[config.mk]
export PLATFORM = sky130hd
export DESIGN_NAME = alu_cmp_seq
export DESIGN_NICKNAME = d
export VERILOG_FILES = /design/src/rtl/alu_cmp_pkg.sv /design/src/rtl/alu_cmp_slice.sv /design/src/rtl/alu_cmp_seq.sv
export SDC_FILE = /design/constraint.sdc
export NUM_CORES = 1
export LEC_CHECK = 0
export ABC_AREA = 0
export CAP_MARGIN = 25
export CORE_MARGIN = 5
export CORE_UTILIZATION = 25
export CTS_CLUSTER_SIZE = 25
export DETAILED_ROUTE_END_ITERATION = 7
export GPL_TIMING_DRIVEN = 1
export SYNTH_ARGS = -nofsm -noshare
export SYNTH_HDL_FRONTEND = slang
export SYNTH_SLANG_ARGS = --single-unit
[constraint.sdc]
create_clock -name clk -period 3 [get_ports clk]
set_input_delay 0.3 -clock clk [delete_from_list [all_inputs] [get_ports clk]]
set_output_delay 0.3 -clock clk [all_outputs]
set_load 0.01 [all_outputs]
[src/rtl/alu_cmp_pkg.sv]
`default_nettype none
// ============================================================================
//  Module      : alu_cmp_pkg
//  Description : Shared definitions for the sequential compare unit:
//                predicate mode codes, FSM state encoding, and helpers for
//                signedness and predicate evaluation.
//  Contents    : MODE_EQ..MODE_GTU  3-bit predicate select codes
//                state_t            IDLE / RUN / DONE
//                is_signed()        true for the signed predicates
//                pred_bit()         maps lt/eq/gt flags to the 0/1 result
//  Revision    : 1.0  initial release
// ============================================================================
package alu_cmp_pkg;

   localparam logic [2:0] MODE_EQ  = 3'b000;
   localparam logic [2:0] MODE_NE  = 3'b001;
   localparam logic [2:0] MODE_LT  = 3'b010;
   localparam logic [2:0] MODE_GE  = 3'b011;
   localparam logic [2:0] MODE_LTU = 3'b100;
   localparam logic [2:0] MODE_GEU = 3'b101;
   localparam logic [2:0] MODE_GT  = 3'b110;
   localparam logic [2:0] MODE_GTU = 3'b111;

   typedef enum logic [1:0] {
      ST_IDLE = 2'd0,
      ST_RUN  = 2'd1,
      ST_DONE = 2'd2
   } state_t;

   function automatic logic is_signed(input logic [2:0] mode);
      return (mode == MODE_LT) || (mode == MODE_GE) || (mode == MODE_GT);
   endfunction

   // Signed and unsigned variants of a predicate share the same flag
   // mapping because signedness was already folded into the operands.
   function automatic logic pred_bit(input logic [2:0] mode,
                                     input logic       lt,
                                     input logic       eq,
                                     input logic       gt);
      logic r;
      case (mode)
         MODE_EQ:           r = eq;
         MODE_NE:           r = ~eq;
         MODE_LT, MODE_LTU: r = lt;
         MODE_GE, MODE_GEU: r = ~lt;
         default:           r = gt;
      endcase
      return r;
   endfunction

endpackage : alu_cmp_pkg
`default_nettype wire

[src/rtl/alu_cmp_slice.sv]
`default_nettype none
// ============================================================================
//  Module      : alu_cmp_slice
//  Description : Combinational unsigned compare of one CHUNK-bit slice.
//  Ports       : a_i, b_i  [CHUNK-1:0]  slice operands
//                slt_o                  a_i <  b_i
//                seq_o                  a_i == b_i
//                sgt_o                  a_i >  b_i
//  Revision    : 1.0  initial release
// ============================================================================
module alu_cmp_slice #(
   parameter int CHUNK = 8
) (
   input  logic [CHUNK-1:0] a_i,
   input  logic [CHUNK-1:0] b_i,
   output logic             slt_o,
   output logic             seq_o,
   output logic             sgt_o
);

   assign slt_o = (a_i <  b_i);
   assign seq_o = (a_i == b_i);
   assign sgt_o = (a_i >  b_i);

endmodule : alu_cmp_slice
`default_nettype wire

[src/rtl/alu_cmp_seq.sv]
`default_nettype none
// ============================================================================
//  Module      : alu_cmp_seq
//  Description : Multi-cycle handshaked relational compare unit. Compares two
//                WIDTH-bit operands MSB-first one CHUNK-bit slice per cycle,
//                stopping at the first differing slice.
//  Ports       : clk          system clock, rising edge
//                rst_n        asynchronous active-low reset
//                in_valid_i   operands/mode valid
//                in_ready_o   unit can accept (IDLE only)
//                a_i, b_i     [WIDTH-1:0] operands
//                mode_i       [2:0] predicate select
//                out_valid_o  result valid, held until accepted
//                out_ready_i  consumer accepts result
//                y_o          [WIDTH-1:0] zero-extended 0/1 predicate result
//                lt_o/eq_o/gt_o  raw relational flags
//  Revision    : 1.0  initial release
// ============================================================================
module alu_cmp_seq
   import alu_cmp_pkg::*;
#(
   parameter int WIDTH = 32,
   parameter int CHUNK = 8
) (
   input  logic             clk,
   input  logic             rst_n,
   input  logic             in_valid_i,
   output logic             in_ready_o,
   input  logic [WIDTH-1:0] a_i,
   input  logic [WIDTH-1:0] b_i,
   input  logic [2:0]       mode_i,
   output logic             out_valid_o,
   input  logic             out_ready_i,
   output logic [WIDTH-1:0] y_o,
   output logic             lt_o,
   output logic             eq_o,
   output logic             gt_o
);

   localparam int NCH  = WIDTH / CHUNK;
   localparam int IDXW = (NCH > 1) ? $clog2(NCH) : 1;
   localparam logic [IDXW-1:0] IDX_TOP = IDXW'(NCH - 1);

   generate
      if ((WIDTH % CHUNK) != 0) begin : g_bad_chunk
         $error("alu_cmp_seq: WIDTH must be a multiple of CHUNK");
      end
   endgenerate

   state_t            state_q, state_d;
   logic [WIDTH-1:0]  a_q, a_d;
   logic [WIDTH-1:0]  b_q, b_d;
   logic [2:0]        mode_q, mode_d;
   logic [IDXW-1:0]   idx_q, idx_d;
   logic              y_q, y_d;
   logic              lt_q, lt_d;
   logic              eq_q, eq_d;
   logic              gt_q, gt_d;

   logic [CHUNK-1:0]  slice_a;
   logic [CHUNK-1:0]  slice_b;
   logic              slt, seq, sgt;

   // A single slice comparator walks the latched operands via idx_q.
   assign slice_a = a_q[int'(idx_q) * CHUNK +: CHUNK];
   assign slice_b = b_q[int'(idx_q) * CHUNK +: CHUNK];

   alu_cmp_slice #(
      .CHUNK (CHUNK)
   ) u_slice (
      .a_i   (slice_a),
      .b_i   (slice_b),
      .slt_o (slt),
      .seq_o (seq),
      .sgt_o (sgt)
   );

   always_ff @(posedge clk or negedge rst_n) begin
      if (!rst_n) begin
         state_q <= ST_IDLE;
         a_q     <= '0;
         b_q     <= '0;
         mode_q  <= '0;
         idx_q   <= '0;
         y_q     <= 1'b0;
         lt_q    <= 1'b0;
         eq_q    <= 1'b0;
         gt_q    <= 1'b0;
      end else begin
         state_q <= state_d;
         a_q     <= a_d;
         b_q     <= b_d;
         mode_q  <= mode_d;
         idx_q   <= idx_d;
         y_q     <= y_d;
         lt_q    <= lt_d;
         eq_q    <= eq_d;
         gt_q    <= gt_d;
      end
   end

   always_comb begin
      state_d = state_q;
      a_d     = a_q;
      b_d     = b_q;
      mode_d  = mode_q;
      idx_d   = idx_q;
      y_d     = y_q;
      lt_d    = lt_q;
      eq_d    = eq_q;
      gt_d    = gt_q;

      case (state_q)
         ST_IDLE: begin
            if (in_valid_i) begin
               a_d    = a_i;
               b_d    = b_i;
               // Flipping the sign bit maps two's-complement order onto
               // unsigned order, so the slice walk stays purely unsigned.
               if (is_signed(mode_i)) begin
                  a_d[WIDTH-1] = ~a_i[WIDTH-1];
                  b_d[WIDTH-1] = ~b_i[WIDTH-1];
               end
               mode_d  = mode_i;
               idx_d   = IDX_TOP;
               state_d = ST_RUN;
            end
         end

         ST_RUN: begin
            if (!seq) begin
               lt_d    = slt;
               eq_d    = 1'b0;
               gt_d    = sgt;
               y_d     = pred_bit(mode_q, slt, 1'b0, sgt);
               state_d = ST_DONE;
            end else if (idx_q == '0) begin
               lt_d    = 1'b0;
               eq_d    = 1'b1;
               gt_d    = 1'b0;
               y_d     = pred_bit(mode_q, 1'b0, 1'b1, 1'b0);
               state_d = ST_DONE;
            end else begin
               idx_d = idx_q - IDXW'(1);
            end
         end

         ST_DONE: begin
            if (out_ready_i) begin
               state_d = ST_IDLE;
            end
         end

         default: begin
            state_d = ST_IDLE;
         end
      endcase
   end

   // Ready is masked by rst_n so the unit never advertises acceptance while
   // held in reset, even though the state register already reads IDLE.
   assign in_ready_o  = rst_n && (state_q == ST_IDLE);
   assign out_valid_o = (state_q == ST_DONE);
   assign lt_o        = lt_q;
   assign eq_o        = eq_q;
   assign gt_o        = gt_q;

   always_comb begin
      y_o    = '0;
      y_o[0] = y_q;
   end

endmodule : alu_cmp_seq
`default_nettype wire

==> impl_metrics.ini, run 1 <==
[power]
power_leakage_nw = 2.10
ir_drop_v = 0.000289
power.density_nw_per_um2 = 913
p_total_mw = 4.54

[logic_synthesis]
ys_warn_count = 0
synthDistinctLibCells = 36
yosys.area.top_type = dfrtp_1
netlist_area_um2 = 3800
async_flop_share_pct = 100
synth_edf_count = 0
ys_ff_latch = 75
synth_top_area_share_pct = 49.3
ys_seq_area_share_pct = 49.3
syn_inst = 279
postSynthAreaPerCell_um2 = 13.6
synth_area_leaders = dfrtp_1 (49%), mux2_2 (19%), mux4_2 (9.5%)
synthFlopType = dfrtp_1

[sta]
rsz0062_at_grt = false
hold_viol = 0
finalCritPeriodShare_pct = 91.8
worst_pin_slew_ns = 0.569
tns_ns = 0
slew_headroom_pct = 62.0
slew_violations = 0
setup_viol = 0
worst_slack_ns = 0.247
period_minus_slack_ns = 2.75
timing.fmax_mhz = 363
clock_skew_ns = 0.00534

[hold_path]
min_path_type = in2async

[placed_design]
hpwl_um = 6510
port_buffers = 76
post-place-cells = 533
dpl_cell_area_um2 = 4650
place.gp.congestion = 0.776
post-place-ws_ns = 0.240

[clocking]
clockBufferDepth = 2
cts_sinks = 75
cts_max_level = 3
cts_buffers = 9
clkTransAtPathRegs_ns = 0.06
ctsResizeCount = 0
cts-root-buf = clkbuf_16
cts.hold.buffers_added = 0
cts_tree = built
clk_latency_ns = 0.33
post-cts-setup-buffers = 0

[global_routing]
grt_usage_pct = 9.79
grt_pass1_vias = 2481
grt.overflow.total = 0
grt_max_degree = 62
grt_first_pass_wirelength_um = 13600
antenna_found_initial = 0

[worst_setup_path]
crit_type = reg2reg
start_kind = flop
slowest_delay_ns = 0.52
crit_chain = buf_12, mux4_2, ha_1, nand4_1, or2_1, nor3_1, a211o_1, o22ai_1
slowest_stage = mux4_2
critPathCaptureType = flop
crit_arrival_ns = 2.96
required_ns = 3.20
worst-path-max-fanout = 16

[routing]
drtAntennaViolNets = 0
vias = 2329
drtIter0Drc = 49
wire_per_inst_um = 15.4
wl_met1_um = 3770
dr.pass1.iters = 4
wl_met2_um = 4120
viasPerCell = 4.25
drc = 0
wirelength_um = 8460
highest_layer = met4
wl_met3_um = 441

[floorplanning]
num_io_pins = 108
rows = 45
core-area_um2 = 15100
die_area_um2 = 17800
chipWidth_um = 133
fp.dieH_um = 133
initial_core_util_pct = 25.2

[run_status]
outcome = complete, no violations

[job]
drv_cap = 0

[cells_and_area]
layout-drive-gt1-share_pct = 29.7
areaGrowthSynthToFinish_pct = 30.6
layout.nets = 436
stdcell_area_um2 = 4970
fin_cells = 548
antenna_cells = 0
## critical path: cells and delay by family, from the launching register on
kind	cells	cell delay (ns)
compound gates	2	0.22
fa+ha+maj	1	0.31
buf+inv	1	0.22
flops	1	0.50
mux	1	0.52
simple gates	3	0.85
## per-layer routing
metal / vias to the layer above / global-route usage [%]
met5: - / 0
met4: 0 / 3.43
met3: 9 / 2.57
met2: 77 / 16.3
met1: 1159 / 12.3
li1: 1084 / -
## sequential cells by signal, indices dropped and copies added (netlist names)
signal   count
lt_o         1
y_q          1
state_q      2
b_q         32
eq_o         1
a_q         32
idx_q        2
mode_q       3
gt_o         1
## cell usage after synthesis, types with 2 or more instances
cell type,count
a211oi_1,3
a21oi_1,7
buf_2,5
buf_4,39
dfrtp_1,75
ha_1,9
inv_1,15
mux2_2,64
mux4_2,16
nand2_1,4
nand3b_1,2
nand4_1,2
nor2_1,4
nor3_1,3
nor3b_1,3
o21ai_0,6
o22ai_1,2
xnor2_1,2
## cells in the final DEF, fill, tap and decap left out, types with 2 or more instances in the layout
| cell | n |
|---|---|
| bufinv_16 | 2 |
| nand3b_1 | 2 |
| nor2_1 | 4 |
| xnor2_1 | 2 |
| o21ai_0 | 6 |
| ha_1 | 9 |
| clkinv_2 | 2 |
| buf_4 | 5 |
| buf_12 | 2 |
| dfrtp_1 | 75 |
| o22ai_1 | 2 |
| clkdlybuf4s50_1 | 75 |
| inv_1 | 15 |
| a21oi_1 | 7 |
| clkbuf_16 | 9 |
| a211oi_1 | 3 |
| conb_1 | 31 |
| mux4_2 | 16 |
| nand2_1 | 4 |
| mux2_2 | 64 |
| nand4_1 | 2 |
| nor3_1 | 3 |
| nor3b_1 | 2 |
## metrics by stage
step	hold WS, ns	util [%]
2_1_floorplan	0.00441	-
3_3_place_gp	0.441	30.8
3_5_place_dp	0.440	30.8
4_1_cts	0.0852	32.9
5_1_grt	0.120	32.9
6_report	0.0706	32.9
## area by class of cell
class                      count  area (um^2)
sequential                    75         1880
timing repair buffer          82          828
fill                        1481        10100
clock buffer                  10          239
tap                          188          235
inverter                      15         56.3
multi-input combinational    173         1660
clock inverter                 5         77.6
## logic make-up after synthesis
family / synth area share, %
AOI/OAI and AO/OA: 3.95
buffers and inverters: 10.2
other: 0.0986
and+or+nand+nor: 4.05
xor gates and xnor gates: 0.691
muxes: 28.7
adders and majority gates: 2.96
DFF: 49.3
## report_power, final
part           switching [mW]  internal, mW
clock network           0.398         0.743
registers               0.294          1.51
logic                   0.621         0.971
## final timing paths
path | startpoint | endpoint | slack (ns) | cells past startpoint
max in group asynchronous | rst_n | a_q[18]$_DFFE_PN0P_ | 2.04 | 3
worst min-delay path | rst_n | b_q[16]$_DFFE_PN0P_ | 0.07 | 2
worst min register to register | a_q[21]$_DFFE_PN0P_ | a_q[21]$_DFFE_PN0P_ | 0.50 | 1
worst max register to register | idx_q[0]$_DFFE_PN0P_ | y_q$_DFFE_PN0P_ | 0.25 | 8
min in group clk | a_q[21]$_DFFE_PN0P_ | a_q[21]$_DFFE_PN0P_ | 0.50 | 1
worst max-delay path | idx_q[0]$_DFFE_PN0P_ | y_q$_DFFE_PN0P_ | 0.25 | 8
Note: power is estimated with default switching activity, not from simulation.
==> run 2: changes to the inputs <==
--- a/config.mk
+++ b/config.mk
@@ -15,3 +15,4 @@
 export SYNTH_ARGS = -nofsm -noshare
 export SYNTH_HDL_FRONTEND = slang
 export SYNTH_SLANG_ARGS = --single-unit
+export TNS_END_PERCENT = 30
==> results of run 2 <==
No change in the layout: final DEF, timing and power equal those of run 1.
==> run 3: changes to the inputs <==
--- a/config.mk
+++ b/config.mk
@@ -12,6 +12,7 @@
 export CTS_CLUSTER_SIZE = 25
 export DETAILED_ROUTE_END_ITERATION = 7
 export GPL_TIMING_DRIVEN = 1
+export PLACE_DENSITY = 0.52
 export SYNTH_ARGS = -nofsm -noshare
 export SYNTH_HDL_FRONTEND = slang
 export SYNTH_SLANG_ARGS = --single-unit
==> run 3 against run 2 <==
Compared with the run above:
- final cell count is the same
- combinational power is essentially flat
- hold slack lost 0.060 ns
- count of clock-buffer cells in the layout is 2 higher
- flip-flop and latch count unchanged
- first-iteration DRC count is 6.1% higher
- largest cell class unchanged
- largest power group unchanged
==> impl_metrics.ini, run 3 (synthesis results as in run 1) <==
[run_status]
outcome = complete, no violations

[worst_setup_path]
worst-path-max-fanout = 16
r2r_slack_ns = 0.27
crit_type = reg2reg
required_ns = 3.21
startpoint = idx_q[0]$_DFFE_PN0P_
rr_worst_depth = 8
crit_arrival_ns = 2.94
critPathCaptureType = flop
reg2reg_from = idx_q[0]$_DFFE_PN0P_
r2r-end = y_q$_DFFE_PN0P_
start_kind = flop

[global_routing]
grt.overflow.total = 0
antenna_found_initial = 0
grt_usage_pct = 9.69
grt_first_pass_wirelength_um = 13500
grt_max_degree = 76
grt_pass1_vias = 2556

[floorplanning]
fp.dieH_um = 133
die_area_um2 = 17800
num_io_pins = 108
initial_core_util_pct = 25.2
core-area_um2 = 15100
chipWidth_um = 133
rows = 45

[routing]
drtAntennaViolNets = 0
dr.pass1.iters = 4
vias = 2292
viasPerCell = 4.18
wirelength_um = 8190
wire_per_inst_um = 14.9
drc = 0
drtIter0Drc = 52

[placed_design]
post-place-cells = 531
place.gp.congestion = 0.712
dpl_cell_area_um2 = 4640
post-place-ws_ns = 0.233
hpwl_um = 6190
port_buffers = 76

[sta]
hold_ws_ns = 0.0105
worst_slack_ns = 0.268
setup_viol = 0
period_minus_slack_ns = 2.73
tns_ns = 0
slew_violations = 0
finalCritPeriodShare_pct = 91.1
worst_pin_slew_ns = 0.565
hold_viol = 0
slew_headroom_pct = 62.3
clock_skew_ns = 0.00534
rsz0062_at_grt = false
timing.fmax_mhz = 366

[cells_and_area]
layout.nets = 435
stdcell_area_um2 = 4990
areaGrowthSynthToFinish_pct = 31.1
layout-drive-gt1-share_pct = 29.4
fin_cells = 548
utilization_pct = 33.0
antenna_cells = 0
final_cell_mix = dfrtp_1 (75), clkdlybuf4s50_1 (75), mux2_2 (64), conb_1 (31), mux4_2 (16)
reg_top3 = a_q: 32 flops, b_q: 32 flops, mode_q: 3 flops

[power]
power.density_nw_per_um2 = 909
p_total_mw = 4.53
power_leakage_nw = 2.10
ir_drop_v = 0.000245

[clocking]
ctsResizeCount = 0
cts_sinks = 75
cts-root-buf = clkbuf_16
cts_buffers = 9
post-cts-setup-buffers = 0
cts.hold.buffers_added = 0
clkTransAtPathRegs_ns = 0.06
cts_max_level = 3
cts_tree = built
clk_latency_ns = 0.33
clockBufferDepth = 2

[job]
drv_cap = 0

[hold_path]
min_path_type = in2async
==> run 3: changes by cell type in the layout (fill, tap and decap cells not counted) <==
cell / delta
buf_4: -2
buf_12: +1
clkinv_2: -1
clkbuf_1: +1
clkbuf_8: +1
==> run 3: layout make-up <==
class,instances,area [um^2]
timing repair buffer,81,833
clock buffer,12,256
sequential,75,1880
fill,1508,10100
inverter,15,56.3
clock inverter,4,72.6
multi-input combinational,173,1660
tap,188,235
==> run 3: how the worst max path moves through the flow <==
stage                      end  slack [ns]  cells after the start
2_1_floorplan  y_q$_DFFE_PN0P_        0.37                     10
3_3_place_gp   y_q$_DFFE_PN0P_        0.35                      9
3_5_place_dp   y_q$_DFFE_PN0P_        0.23                      9
4_1_cts        y_q$_DFFE_PN0P_        0.23                      9
5_1_grt        y_q$_DFFE_PN0P_        0.03                      9
6_report       y_q$_DFFE_PN0P_        0.27                      8
==> run 3: routing by layer <==
layer / vias up / wire (um) / GRT usage [%]
met5: - / 0 / 0
met1: 1118 / 3470 / 11.6
met4: 0 / 146 / 3.60
met3: 11 / 463 / 2.87
li1: 1088 / - / -
met2: 75 / 4110 / 16.6
==> run 3: critical path, cell delays in order, from the launching register on <==
cell and delay [ns]:
dfrtp_1 0.50, buf_12 0.22, mux4_2 0.52, ha_1 0.31
nand4_1 0.13, or2_1 0.39, nor3_1 0.32, a211o_1 0.15
o22ai_1 0.06
==> run 3: power breakdown <==
| part | total, mW | switching (mW) | internal (mW) |
|---|---|---|---|
| Clock | 1.17 | 0.395 | 0.772 |
| Combinational | 1.57 | 0.605 | 0.964 |
| Sequential | 1.80 | 0.288 | 1.51 |
| Total | 4.53 | 1.29 | 3.24 |
